**config.mk**
```make
export PLATFORM = sky130hd
export DESIGN_NAME = grid_display_scan
export DESIGN_NICKNAME = d
export VERILOG_FILES = /design/src/rtl/grid_display_scan.sv
export SDC_FILE = /design/constraint.sdc
export NUM_CORES = 1
export LEC_CHECK = 0
export CAP_MARGIN = 20
export CORE_UTILIZATION = 59
export DETAILED_ROUTE_END_ITERATION = 8
export GPL_ROUTABILITY_DRIVEN = 0
export GPL_TIMING_DRIVEN = 0
export PLACE_DENSITY_LB_ADDON = 0.08
export SLEW_MARGIN = 10
export SYNTH_ARGS = -nofsm -noshare
export SYNTH_HDL_FRONTEND = slang
export SYNTH_SLANG_ARGS = --single-unit
```
**constraint.sdc**
```tcl
create_clock -name clk -period 3.5 [get_ports clk]
set_input_delay 0.7 -clock clk [delete_from_list [all_inputs] [get_ports clk]]
set_output_delay 0.7 -clock clk [all_outputs]
set_load 0.02 [all_outputs]
```
**src/rtl/grid_display_scan.sv**
```systemverilog
// 8x8 row-multiplexed LED scanner with a 1-deep pending grid buffer and tear-free frame-boundary swap.
// Optional GRID_DISPLAY_POPCOUNT_EN adds live_count, the number of live cells in the displayed grid.
module grid_display_scan #(
    parameter int DWELL_CYCLES = 1000,
    parameter int BLANK_CYCLES = 16
) (
    input  logic        clk,
    input  logic        reset,
    input  logic [63:0] grid,
    input  logic        frame_valid,
    output logic        frame_ready,
    input  logic        enable,
    output logic [7:0]  row_sel,
    output logic [7:0]  col_data,
    output logic        frame_done
`ifdef GRID_DISPLAY_POPCOUNT_EN
    ,
    output logic [6:0]  live_count
`endif
);
    localparam int MAX_CYC = (DWELL_CYCLES > BLANK_CYCLES) ? DWELL_CYCLES : BLANK_CYCLES;
    localparam int CW      = (MAX_CYC > 1) ? $clog2(MAX_CYC) : 1;
    localparam logic [CW-1:0] DWELL_LAST = CW'(DWELL_CYCLES - 1);
    localparam logic [CW-1:0] BLANK_LAST = CW'(BLANK_CYCLES - 1);

    typedef enum logic [1:0] {IDLE, BLANK, SHOW} state_t;

    state_t        state, state_n;
    logic [2:0]    row, row_n;
    logic [CW-1:0] cnt, cnt_n;
    logic          swap;
    logic          accept;
    logic          show_n;
    logic          pending_full, shadow_valid;
    logic [63:0]   pending, shadow;

    assign frame_ready = !pending_full;
    assign accept      = frame_valid && frame_ready;

    always_ff @(posedge clk or negedge reset) begin
        if (!reset) begin
            state <= IDLE;
            row   <= '0;
            cnt   <= '0;
        end else begin
            state <= state_n;
            row   <= row_n;
            cnt   <= cnt_n;
        end
    end

    always_comb begin
        state_n = state;
        row_n   = row;
        cnt_n   = cnt;
        swap    = 1'b0;
        if (!enable) begin
            state_n = IDLE;
            row_n   = '0;
            cnt_n   = '0;
        end else begin
            case (state)
                IDLE: begin
                    if (pending_full || shadow_valid) begin
                        state_n = BLANK;
                        row_n   = '0;
                        cnt_n   = '0;
                        swap    = pending_full;
                    end
                end
                BLANK: begin
                    if (cnt == BLANK_LAST) begin
                        state_n = SHOW;
                        cnt_n   = '0;
                    end else begin
                        cnt_n = cnt + CW'(1);
                    end
                end
                SHOW: begin
                    if (cnt == DWELL_LAST) begin
                        state_n = BLANK;
                        cnt_n   = '0;
                        // 3-bit row wraps 7->0 here; row 7 end is the only tear-free swap point
                        row_n   = row + 3'd1;
                        swap    = (row == 3'd7) && pending_full;
                    end else begin
                        cnt_n = cnt + CW'(1);
                    end
                end
                default: begin
                    state_n = IDLE;
                    row_n   = '0;
                    cnt_n   = '0;
                end
            endcase
        end
    end

    // Outputs are registered from the next-state decode so they line up with the state they describe.
    assign show_n = (state_n == SHOW);

    always_ff @(posedge clk or negedge reset) begin
        if (!reset) begin
            row_sel    <= '0;
            col_data   <= '0;
            frame_done <= 1'b0;
        end else begin
            row_sel    <= show_n ? (8'd1 << row_n) : 8'd0;
            col_data   <= show_n ? shadow[{row_n, 3'b000} +: 8] : 8'd0;
            frame_done <= show_n && (row_n == 3'd7) && (cnt_n == DWELL_LAST);
        end
    end

    always_ff @(posedge clk or negedge reset) begin
        if (!reset) begin
            pending_full <= 1'b0;
            shadow_valid <= 1'b0;
            pending      <= '0;
            shadow       <= '0;
        end else begin
            // accept and swap are exclusive: accept needs !pending_full, swap needs pending_full
            if (accept) begin
                pending      <= grid;
                pending_full <= 1'b1;
            end else if (swap) begin
                pending_full <= 1'b0;
            end
            if (swap) begin
                shadow       <= pending;
                shadow_valid <= 1'b1;
            end
        end
    end

`ifdef GRID_DISPLAY_POPCOUNT_EN
    logic [6:0] ones;

    always_comb begin
        ones = '0;
        for (int i = 0; i < 64; i++) ones = ones + 7'(shadow[i]);
    end

    always_ff @(posedge clk or negedge reset) begin
        if (!reset) live_count <= '0;
        else        live_count <= ones;
    end
`endif

endmodule

```
==> results.json, run 1 <==
{
  "drcViolationCount": 0,
  "status": "finished clean",
  "first_pass_grt_wire_length_um": 23700,
  "pre_cts_slack_ps": 354,
  "yosysSeqAreaShare_pct": 59.3,
  "port_buf_inserts": 85,
  "crit_path_cell_trace": "ha_1, nand2_1, nor3_1, nand2_1, a211oi_1, buf_2, buf_2, mux2_2",
  "skew_ps": 7.53,
  "placedInstanceArea_um2": 7890,
  "cts_hold_repair.buffers": 0,
  "die-area_um2": 12000,
  "cts_setup_buffers": 0,
  "dr_wl_met3_um": 598,
  "timing.final.crit_share_pct": 92.8,
  "routed_wire_length_per_instance_um": 19.2,
  "grt_max_degree": 92,
  "synth_nets": 580,
  "leading_cell_types_in_the_layout_fill_and_taps_excluded": "sky130_fd_sc_hd__dfrtp_1, sky130_fd_sc_hd__mux2_2, sky130_fd_sc_hd__clkdlybuf4s50_1",
  "utilization_pct": 76.9,
  "antenna_violating_nets_post_route": 0,
  "power_density_nw_per_um2": 691,
  "placeable_area_um2": 11100,
  "clk-insertion-delay-late_ps": 420,
  "timing.critical_path.max_delay_family": "buffers and inverters",
  "cts_tree": "done",
  "synth_cell_types": 51,
  "unrepaired_setup_endpoints_after_global_routing": "no",
  "drtIter0Drc": 227,
  "cp.buffers_inverters": 2,
  "synthesis.area_per_instance_um2": 13.4,
  "cts_resized": 0,
  "post_drt_via_cell_ratio": 5.71,
  "netlist_area_um2": 6840,
  "report.power.total_mw": 5.88,
  "post_synth_main_area_contributors": "sky130_fd_sc_hd__dfrtp_1, sky130_fd_sc_hd__mux2_2, sky130_fd_sc_hd__o21ai_0",
  "fin_worst_hold_slack_ps": 226,
  "highest-signal-layer": "met4",
  "slowest_stage": "sky130_fd_sc_hd__a211oi_1",
  "timing.max_cap.violations": 0,
  "power.static_leakage_nw": 3.51,
  "postLayoutSetupSlackWorst_ps": 253,
  "most_common_cell_after_layout_fill_and_taps_aside": "sky130_fd_sc_hd__dfrtp_1",
  "synth_seq_cells": 162,
  "synth-edff-count": 0,
  "layout-drive-gt1-share_pct": 32.2,
  "routed_wire_length_um": 14800,
  "timing.critical_path.fanout_max": 10,
  "cpPeakStageDelay_ps": 630,
  "maxClockFrequency_mhz": 308,
  "clockRootBuffer": "sky130_fd_sc_hd__clkbuf_16",
  "met2_wirelength_um": 7260,
  "yosys_warnings": 0,
  "vias": 4382,
  "final-instance-count-excl-fill": 767,
  "cts-buffers-inserted": 17,
  "worst_pin_slew_ps": 1110,
  "drt-met1-wl_um": 6700,
  "synth_top_area_share_pct": 59.3,
  "first_global_vias": 4565,
  "yosys_most_used_dff": "sky130_fd_sc_hd__dfrtp_1",
  "relSlewSlack_pct": 25.4,
  "netlist.top_cell.by_area": "sky130_fd_sc_hd__dfrtp_1",
  "synth_async_sr_flop_share_pct": 100,
  "initial_core_util_pct": 61.7,
  "finalNetCount": 685,
  "critPathCaptureType": "register",
  "die_width_um": 110,
  "dpl.cell_count": 735,
  "cts.sink_count": 162,
  "synth_cells": 509,
  "cts_max_path_buffers": 2,
  "floorplan_row_count": 38,
  "cts.clk_slew.worst_paths_ps": 60,
  "antenna_violations_before_repair": 0,
  "fin_area_um2": 8510,
  "fp.dieH_um": 110,
  "vdd_ir_drop_max_v": 0.000628,
  "length_of_the_first_detailed_routing_pass_in_iterations": 5,
  "finalMaxSlewViolations": 0,
  "critical_path_arrival_ps": 3550,
  "layout_min_cycle_time_ps": 3250,
  "critical_path_required_ps": 3800,
  "timing.hold.worst.class": "input port to asynchronous set/reset pin",
  "dp.final_hpwl_um": 10200,
  "filler_cell_count": 696,
  "flow.area_growth_from_synthesis_pct": 24.6,
  "report.final.setup_viol": 0,
  "final-hold-violation-count": 0,
  "antenna_cells": 0,
  "grt_util_all_layers_pct": 27.3,
  "setup_tns_ps": 0,
  "path_type_of_the_worst_setup_path": "register to register",
  "cts-htree-levels": 4,
  "pin_count": 86,
  "globalRoute.totalOverflow": 0,
  "cp-start-kind": "register"
}
-- worst paths after layout --
| path | endpoint | slack, ps | cells past startpoint | from |
|---|---|---|---|---|
| max | shadow[46] | 250 | 8 | cnt[0] |
| min | cnt[1] | 230 | 1 | reset |
| min reg2reg | pending[41] | 500 | 1 | pending[41] |
| min in group clk | pending[41] | 500 | 1 | pending[41] |
| max reg2reg | shadow[46] | 250 | 8 | cnt[0] |
| max in group asynchronous | shadow[20] | 2460 | 2 | reset |
-- cell usage after synthesis (7+ instances only) --
master,n
sky130_fd_sc_hd__a21oi_1,11
sky130_fd_sc_hd__buf_2,11
sky130_fd_sc_hd__clkbuf_1,10
sky130_fd_sc_hd__dfrtp_1,162
sky130_fd_sc_hd__inv_1,10
sky130_fd_sc_hd__mux2_2,141
sky130_fd_sc_hd__nand2_1,19
sky130_fd_sc_hd__nand3_1,7
sky130_fd_sc_hd__nor2_1,23
sky130_fd_sc_hd__nor3_1,10
sky130_fd_sc_hd__o21ai_0,28
sky130_fd_sc_hd__o22ai_1,21
-- where the power goes --
| part | leakage, nW | internal, mW | switching (mW) |
|---|---|---|---|
| clock network | 0.300 | 1.18 | 0.752 |
| logic | 1.24 | 0.691 | 0.379 |
| registers | 1.97 | 2.51 | 0.370 |
| total | 3.51 | 4.38 | 1.50 |
-- worst reg2reg max path: cells and delay by family (launching register included) --
family / cells / cell delay, ps
flops: 1 / 440
fa+ha+maj: 1 / 300
mux: 1 / 380
buf+inv: 2 / 690
simple gates: 3 / 670
compound gates: 1 / 630
-- registers in the layout, indices dropped and copies added (netlist names) --
signal        count
col_data          8
row               3
state             2
row_sel           8
frame_done        1
pending_full      1
pending          64
cnt              10
shadow           64
shadow_valid      1
-- cell type report --
type / instances / area [um2] / area share (%)
tap: 140 / 175 / 2.06
inverter: 10 / 37.5 / 0.441
buffer: 22 / 100 / 1.18
clock inverter: 11 / 150 / 1.76
timing repair buffer: 86 / 883 / 10.4
sequential: 162 / 4050 / 47.6
clock buffer: 21 / 470 / 5.53
multi-input combinational: 315 / 2640 / 31.1
-- layer usage --
layer,global-route usage (%),vias up
li1,-,2052
met1,35.9,2197
met2,44.7,116
met3,7.05,17
met4,8.57,0
met5,0,-
-- logic make-up after synthesis --
family	share of synthesized area, %
buf+inv	2.01
flops	59.3
fa+ha+maj	0.549
simple gates	6.85
mux	23.4
compound gates	7.91
Note: power is estimated with default switching activity, not from simulation.
==> inputs of run 2 (changes only) <==
- CORE_UTILIZATION: 59 -> 60
- DONT_BUFFER_PORTS: unset -> 1
- MAX_ROUTING_LAYER: unset -> met4
==> run 2 against run 1 <==
Net effect: the flow now finishes with violations (negative hold slack); critical path depth did not move; sequential share of layout area up 5.2 points; flip-flop and latch count unchanged; hold slack worse by 250 ps; wire length down 2.5%; clock power rose by 7%; die area fell by 1.6%; first-iteration DRC count increased by 25%; maximum frequency shrank 0.12%.
==> results.json, run 2 (synthesis results as in run 1) <==
{
  "status": "finished, violations left",
  "violations": "negative hold slack",
  "globalRoute.totalOverflow": 0,
  "final-hold-violation-count": 21,
  "final-instance-count-excl-fill": 682,
  "grt_util_all_layers_pct": 27.4,
  "placeable_area_um2": 11000,
  "clockRootBuffer": "sky130_fd_sc_hd__clkbuf_16",
  "cts.clk_slew.worst_paths_ps": 60,
  "die_width_um": 109,
  "cts-htree-levels": 4,
  "cts_max_path_buffers": 2,
  "timing.final.crit_share_pct": 92.9,
  "maxClockFrequency_mhz": 308,
  "floorplan_row_count": 38,
  "port_buf_inserts": 0,
  "placedInstanceArea_um2": 7010,
  "fp.dieH_um": 109,
  "cp-start-kind": "register",
  "cts_setup_buffers": 0,
  "most_common_cell_after_layout_fill_and_taps_aside": "sky130_fd_sc_hd__dfrtp_1",
  "drtIter0Drc": 283,
  "antenna_cells": 0,
  "dp.final_hpwl_um": 9880,
  "power.static_leakage_nw": 3.19,
  "crit_path_cell_trace": "ha_1, nand2_1, nor3_1, nand2_1, a211oi_1, buf_2, buf_2, mux2_2",
  "fin_worst_hold_slack_ps": -26.8,
  "reg_top3": "pending (64), shadow (64), cnt (10)",
  "cts-buffers-inserted": 17,
  "flow.area_growth_from_synthesis_pct": 12.4,
  "length_of_the_first_detailed_routing_pass_in_iterations": 5,
  "cts.sink_count": 162,
  "report.power.total_mw": 5.90,
  "vdd_ir_drop_max_v": 0.000524,
  "clk-insertion-delay-late_ps": 430,
  "power_density_nw_per_um2": 768,
  "dpl.cell_count": 649,
  "path_depth": 8,
  "antenna_violations_before_repair": 0,
  "layout_min_cycle_time_ps": 3250,
  "pin_count": 86,
  "timing.critical_path.fanout_max": 10,
  "unrepaired_setup_endpoints_after_global_routing": "no",
  "post_drt_via_cell_ratio": 6.13,
  "cp.buffers_inverters": 2,
  "routed_wire_length_um": 14400,
  "path_type_of_the_worst_setup_path": "register to register",
  "cpPeakStageDelay_ps": 600,
  "die-area_um2": 11800,
  "slowest_stage": "sky130_fd_sc_hd__a211oi_1",
  "layout-drive-gt1-share_pct": 37.3,
  "first_pass_grt_wire_length_um": 22900,
  "cts_resized": 0,
  "finalMaxSlewViolations": 0,
  "finalNetCount": 600,
  "relSlewSlack_pct": 52.3,
  "worst_reg2reg_path_length_in_cells": 8,
  "antenna_violating_nets_post_route": 0,
  "worst_pin_slew_ps": 716,
  "critPathCaptureType": "register",
  "drcViolationCount": 0,
  "cts_tree": "done",
  "routed_wire_length_per_instance_um": 21.1,
  "leading_cell_types_in_the_layout_fill_and_taps_excluded": "sky130_fd_sc_hd__dfrtp_1, sky130_fd_sc_hd__mux2_2, sky130_fd_sc_hd__o21ai_0",
  "critical_path_arrival_ps": 3560,
  "timing.hold.worst.class": "input port to asynchronous set/reset pin",
  "first_global_vias": 4364,
  "vias": 4179,
  "grt_max_degree": 163,
  "critical_path_required_ps": 3810,
  "timing.max_cap.violations": 0,
  "fin_area_um2": 7680,
  "skew_ps": 7.68,
  "initial_core_util_pct": 62.2,
  "report.final.setup_viol": 0,
  "setup_tns_ps": 0,
  "timing.critical_path.max_delay_family": "buffers and inverters"
}
run 2: cell types whose count changed in the layout (fill, tap and decap cells not counted), sizes merged:
cell	delta
inv	+3
buf	-2
bufinv	+2
clkdlybuf4s50	-84
clkbuf	-2
clkinv	-2
run 2: metal layers:
metal,up-vias,GRT usage [%],wire [um]
met4,0,8.40,161
met1,2138,35.4,6350
li1,1889,-,-
met5,-,-,0
met2,140,42.5,7040
met3,12,7.23,840
run 2: layout make-up:
cell class	instances	area (um2)
Buffer	22	100
Fill cell	761	3300
Timing Repair Buffer	1	5.00
Tap cell	140	175
Multi-Input combinational cell	315	2640
Clock buffer	18	439
Inverter	10	37.5
Clock inverter	14	225
Sequential cell	162	4050
run 2: path summary, 6_finish.rpt:
path / start / endpoint / slack, ps
max: cnt[0] / shadow[59] / 250
min: reset / cnt[2] / -30
max reg2reg: cnt[0] / shadow[59] / 250
min reg2reg: pending[26] / pending[26] / 500
max in group asynchronous: reset / state[0] / 3220
min in group clk: frame_valid / pending_full / 410
run 2: metrics by stage:
stage | worst slack [ps] | util [%]
2_1_floorplan | 1100 | -
3_3_place_gp | 422 | 63.8
3_5_place_dp | 335 | 63.8
4_1_cts | 266 | 69.9
5_1_grt | 49.6 | 69.9
6_report | 249 | 69.9
run 2: worst reg2reg max path: stages, from the launching register on:
cell and delay [ps]:
sky130_fd_sc_hd__dfrtp_1 440, sky130_fd_sc_hd__ha_1 300, sky130_fd_sc_hd__nand2_1 180, sky130_fd_sc_hd__nor3_1 420
sky130_fd_sc_hd__nand2_1 100, sky130_fd_sc_hd__a211oi_1 600, sky130_fd_sc_hd__buf_2 370, sky130_fd_sc_hd__buf_2 350
sky130_fd_sc_hd__mux2_2 380
run 2: where the power goes:
part	switching (mW)	leakage, nW	internal (mW)
Sequential	0.368	1.97	2.51
Combinational	0.332	0.907	0.619
Clock	0.770	0.320	1.30
==> inputs of run 3 (changes only) <==
- GPL_TIMING_DRIVEN: 0 -> unset
==> run 3 against run 2 <==
Net effect: the run still ends with negative hold slack left; non-clock buffer count fell by 18; via count shrank 1.4%; maximum frequency grew 9.8%; final area fell by 1.4%; sequential power increased by 3%; first-iteration DRC count fell by 4.9%; critical path type unchanged; critical endpoint is now frame_done.
==> results.json, run 3 (synthesis results as in run 1) <==
{
  "report.final.setup_viol": 0,
  "initial_core_util_pct": 62.2,
  "first_pass_grt_wire_length_um": 22600,
  "worst_reg2reg_path_length_in_cells": 10,
  "busiest_layer": "met2",
  "maxClockFrequency_mhz": 338,
  "timing.hold.worst.class": "input port to asynchronous set/reset pin",
  "postLayoutSetupSlackWorst_ps": 539,
  "timing.critical_path.max_delay_family": "simple AND/OR/NAND/NOR gates",
  "unrepaired_setup_endpoints_after_global_routing": "no",
  "reg_top3": "pending (64), shadow (64), cnt (10)",
  "power.static_leakage_nw": 3.12,
  "clk-insertion-delay-late_ps": 430,
  "grt_util_all_layers_pct": 27.2,
  "p_int_mw": 4.24,
  "finalMaxSlewViolations": 0,
  "clockRootBuffer": "sky130_fd_sc_hd__clkbuf_16",
  "sequentialPowerShare_pct": 51.6,
  "final-instance-count-excl-fill": 663,
  "placeable_area_um2": 11000,
  "path_depth": 10,
  "antenna_cells": 0,
  "final-hold-violation-count": 45,
  "worstReg2RegStart": "cnt[0]",
  "cts.clk_slew.worst_paths_ps": 60,
  "cts_max_path_buffers": 2,
  "die_width_um": 109,
  "antenna_violating_nets_post_route": 0,
  "path_type_of_the_worst_setup_path": "register to register",
  "placedInstanceArea_um2": 6980,
  "critical_path_arrival_ps": 3310,
  "fp.dieH_um": 109,
  "crit_path_end": "frame_done",
  "routed_wire_length_um": 14000,
  "gr-usage-met1_pct": 36.5,
  "first_global_vias": 4198,
  "length_of_the_first_detailed_routing_pass_in_iterations": 4,
  "swShare_pct": 25.8,
  "grtUsageMet2_pct": 41.1,
  "drtIter0Drc": 269,
  "critical_path_required_ps": 3850,
  "flow.area_growth_from_synthesis_pct": 10.8,
  "globalRoute.totalOverflow": 0,
  "pin_count": 86,
  "grt_max_degree": 163,
  "relSlewSlack_pct": 49.8,
  "drcViolationCount": 0,
  "p_clk_share_pct": 32.4,
  "dpl.cell_count": 632,
  "cpPeakStageDelay_ps": 440,
  "leading_cell_types_in_the_layout_fill_and_taps_excluded": "sky130_fd_sc_hd__dfrtp_1, sky130_fd_sc_hd__mux2_2, sky130_fd_sc_hd__o21ai_0",
  "ff2ff_setup_slack_ps": 540,
  "dp.final_hpwl_um": 9640,
  "cts.sink_count": 162,
  "worst_pin_slew_ps": 751,
  "worst_setup_path_startpoint": "cnt[0]",
  "port_buf_inserts": 0,
  "timing.critical_path.mode_cell": "sky130_fd_sc_hd__nand2_1",
  "most_common_cell_after_layout_fill_and_taps_aside": "sky130_fd_sc_hd__dfrtp_1",
  "cts-buffers-inserted": 17,
  "critPathCaptureType": "register",
  "fin_worst_hold_slack_ps": -33.2,
  "timing.max_cap.violations": 0,
  "fin_area_um2": 7580,
  "cp.buffers_inverters": 1,
  "violations": "negative hold slack",
  "vias": 4120,
  "p_sw_mw": 1.47,
  "die-area_um2": 11800,
  "status": "finished, violations left",
  "routed_wire_length_per_instance_um": 21.2,
  "antenna_violations_before_repair": 0,
  "layout-drive-gt1-share_pct": 37.1,
  "cts-htree-levels": 4,
  "timing.final.crit_share_pct": 84.6,
  "crit_path_cell_trace": "ha_1, nand2_1, nor4_2, nand2b_1, nand2_1, nand2_1, inv_1, nand2_1, or4_4, nor3_2",
  "comb_power_share_pct": 15.9,
  "skew_ps": 5.31,
  "cts_tree": "done",
  "finalNetCount": 582,
  "pre_cts_slack_ps": 557,
  "post_drt_via_cell_ratio": 6.21,
  "timing.critical_path.fanout_max": 14,
  "setup_tns_ps": 0,
  "floorplan_row_count": 38,
  "power_density_nw_per_um2": 753,
  "globalRouteMet3Util_pct": 6.28,
  "worstReg2RegEnd": "frame_done",
  "cp-start-kind": "register",
  "vdd_ir_drop_max_v": 0.000576,
  "layout_min_cycle_time_ps": 2960,
  "slowest_stage": "sky130_fd_sc_hd__or4_4"
}
## run 3: worst min-delay path by stage
stage / start / end / slack (ps) / cells past startpoint
3_5_place_dp: reset / cnt[8] / 410 / 0
6_report: reset / cnt[8] / -30 / 0
4_1_cts: reset / cnt[8] / -50 / 0
5_1_grt: reset / cnt[8] / -50 / 0
2_1_floorplan: reset / cnt[0] / 400 / 0
3_3_place_gp: reset / cnt[7] / 410 / 0
## run 3: routing by layer
layer,vias to the layer above,wire length (um)
li1,1862,-
met1,2108,6200
met2,138,6800
met3,12,868
met4,0,180
met5,-,0
## run 3: repair_timing
item,in CTS,in global routing
resized for setup,0,0
setup buffers,0,0
setup endpoints to repair,0,0
endpoints found under the hold margin,162,162
## run 3: cell type report
class                           instances  area (um2)
Multi-Input combinational cell        315        2660
Clock inverter                         10         125
Inverter                               10        37.5
Clock buffer                           21         470
Tap cell                              140         175
Fill cell                             763        3410
Sequential cell                       162        4050
Timing Repair Buffer                    5        50.0
## run 3: worst register-to-register path: stages (launching register included)
cell                       delay (ps)
sky130_fd_sc_hd__dfrtp_1          420
sky130_fd_sc_hd__ha_1             300
sky130_fd_sc_hd__nand2_1          190
sky130_fd_sc_hd__nor4_2           430
sky130_fd_sc_hd__nand2b_1          90
sky130_fd_sc_hd__nand2_1          230
sky130_fd_sc_hd__nand2_1          340
sky130_fd_sc_hd__inv_1            210
sky130_fd_sc_hd__nand2_1          100
sky130_fd_sc_hd__or4_4            440
sky130_fd_sc_hd__nor3_2           120
## run 3: metrics by stage
stage | hold slack [ps] | util (%) | total power, mW
after floorplan | 404 | - | 3.54
after global placement | 408 | 63.6 | 3.84
after detailed placement | 409 | 63.6 | 3.88
after CTS | -46.9 | 69.0 | 5.75
after global routing | -52.5 | 69.0 | 5.97
final | -33.2 | 69.0 | 5.70
## run 3: power groups by stage
stage,Sequential [mW],Clock (mW),Combinational (mW)
after floorplan,2.74,0,0.800
after global placement,2.98,0,0.858
after detailed placement,2.97,0,0.907
after CTS,2.95,1.88,0.918
after global routing,3.02,1.96,0.990
final,2.95,1.85,0.907
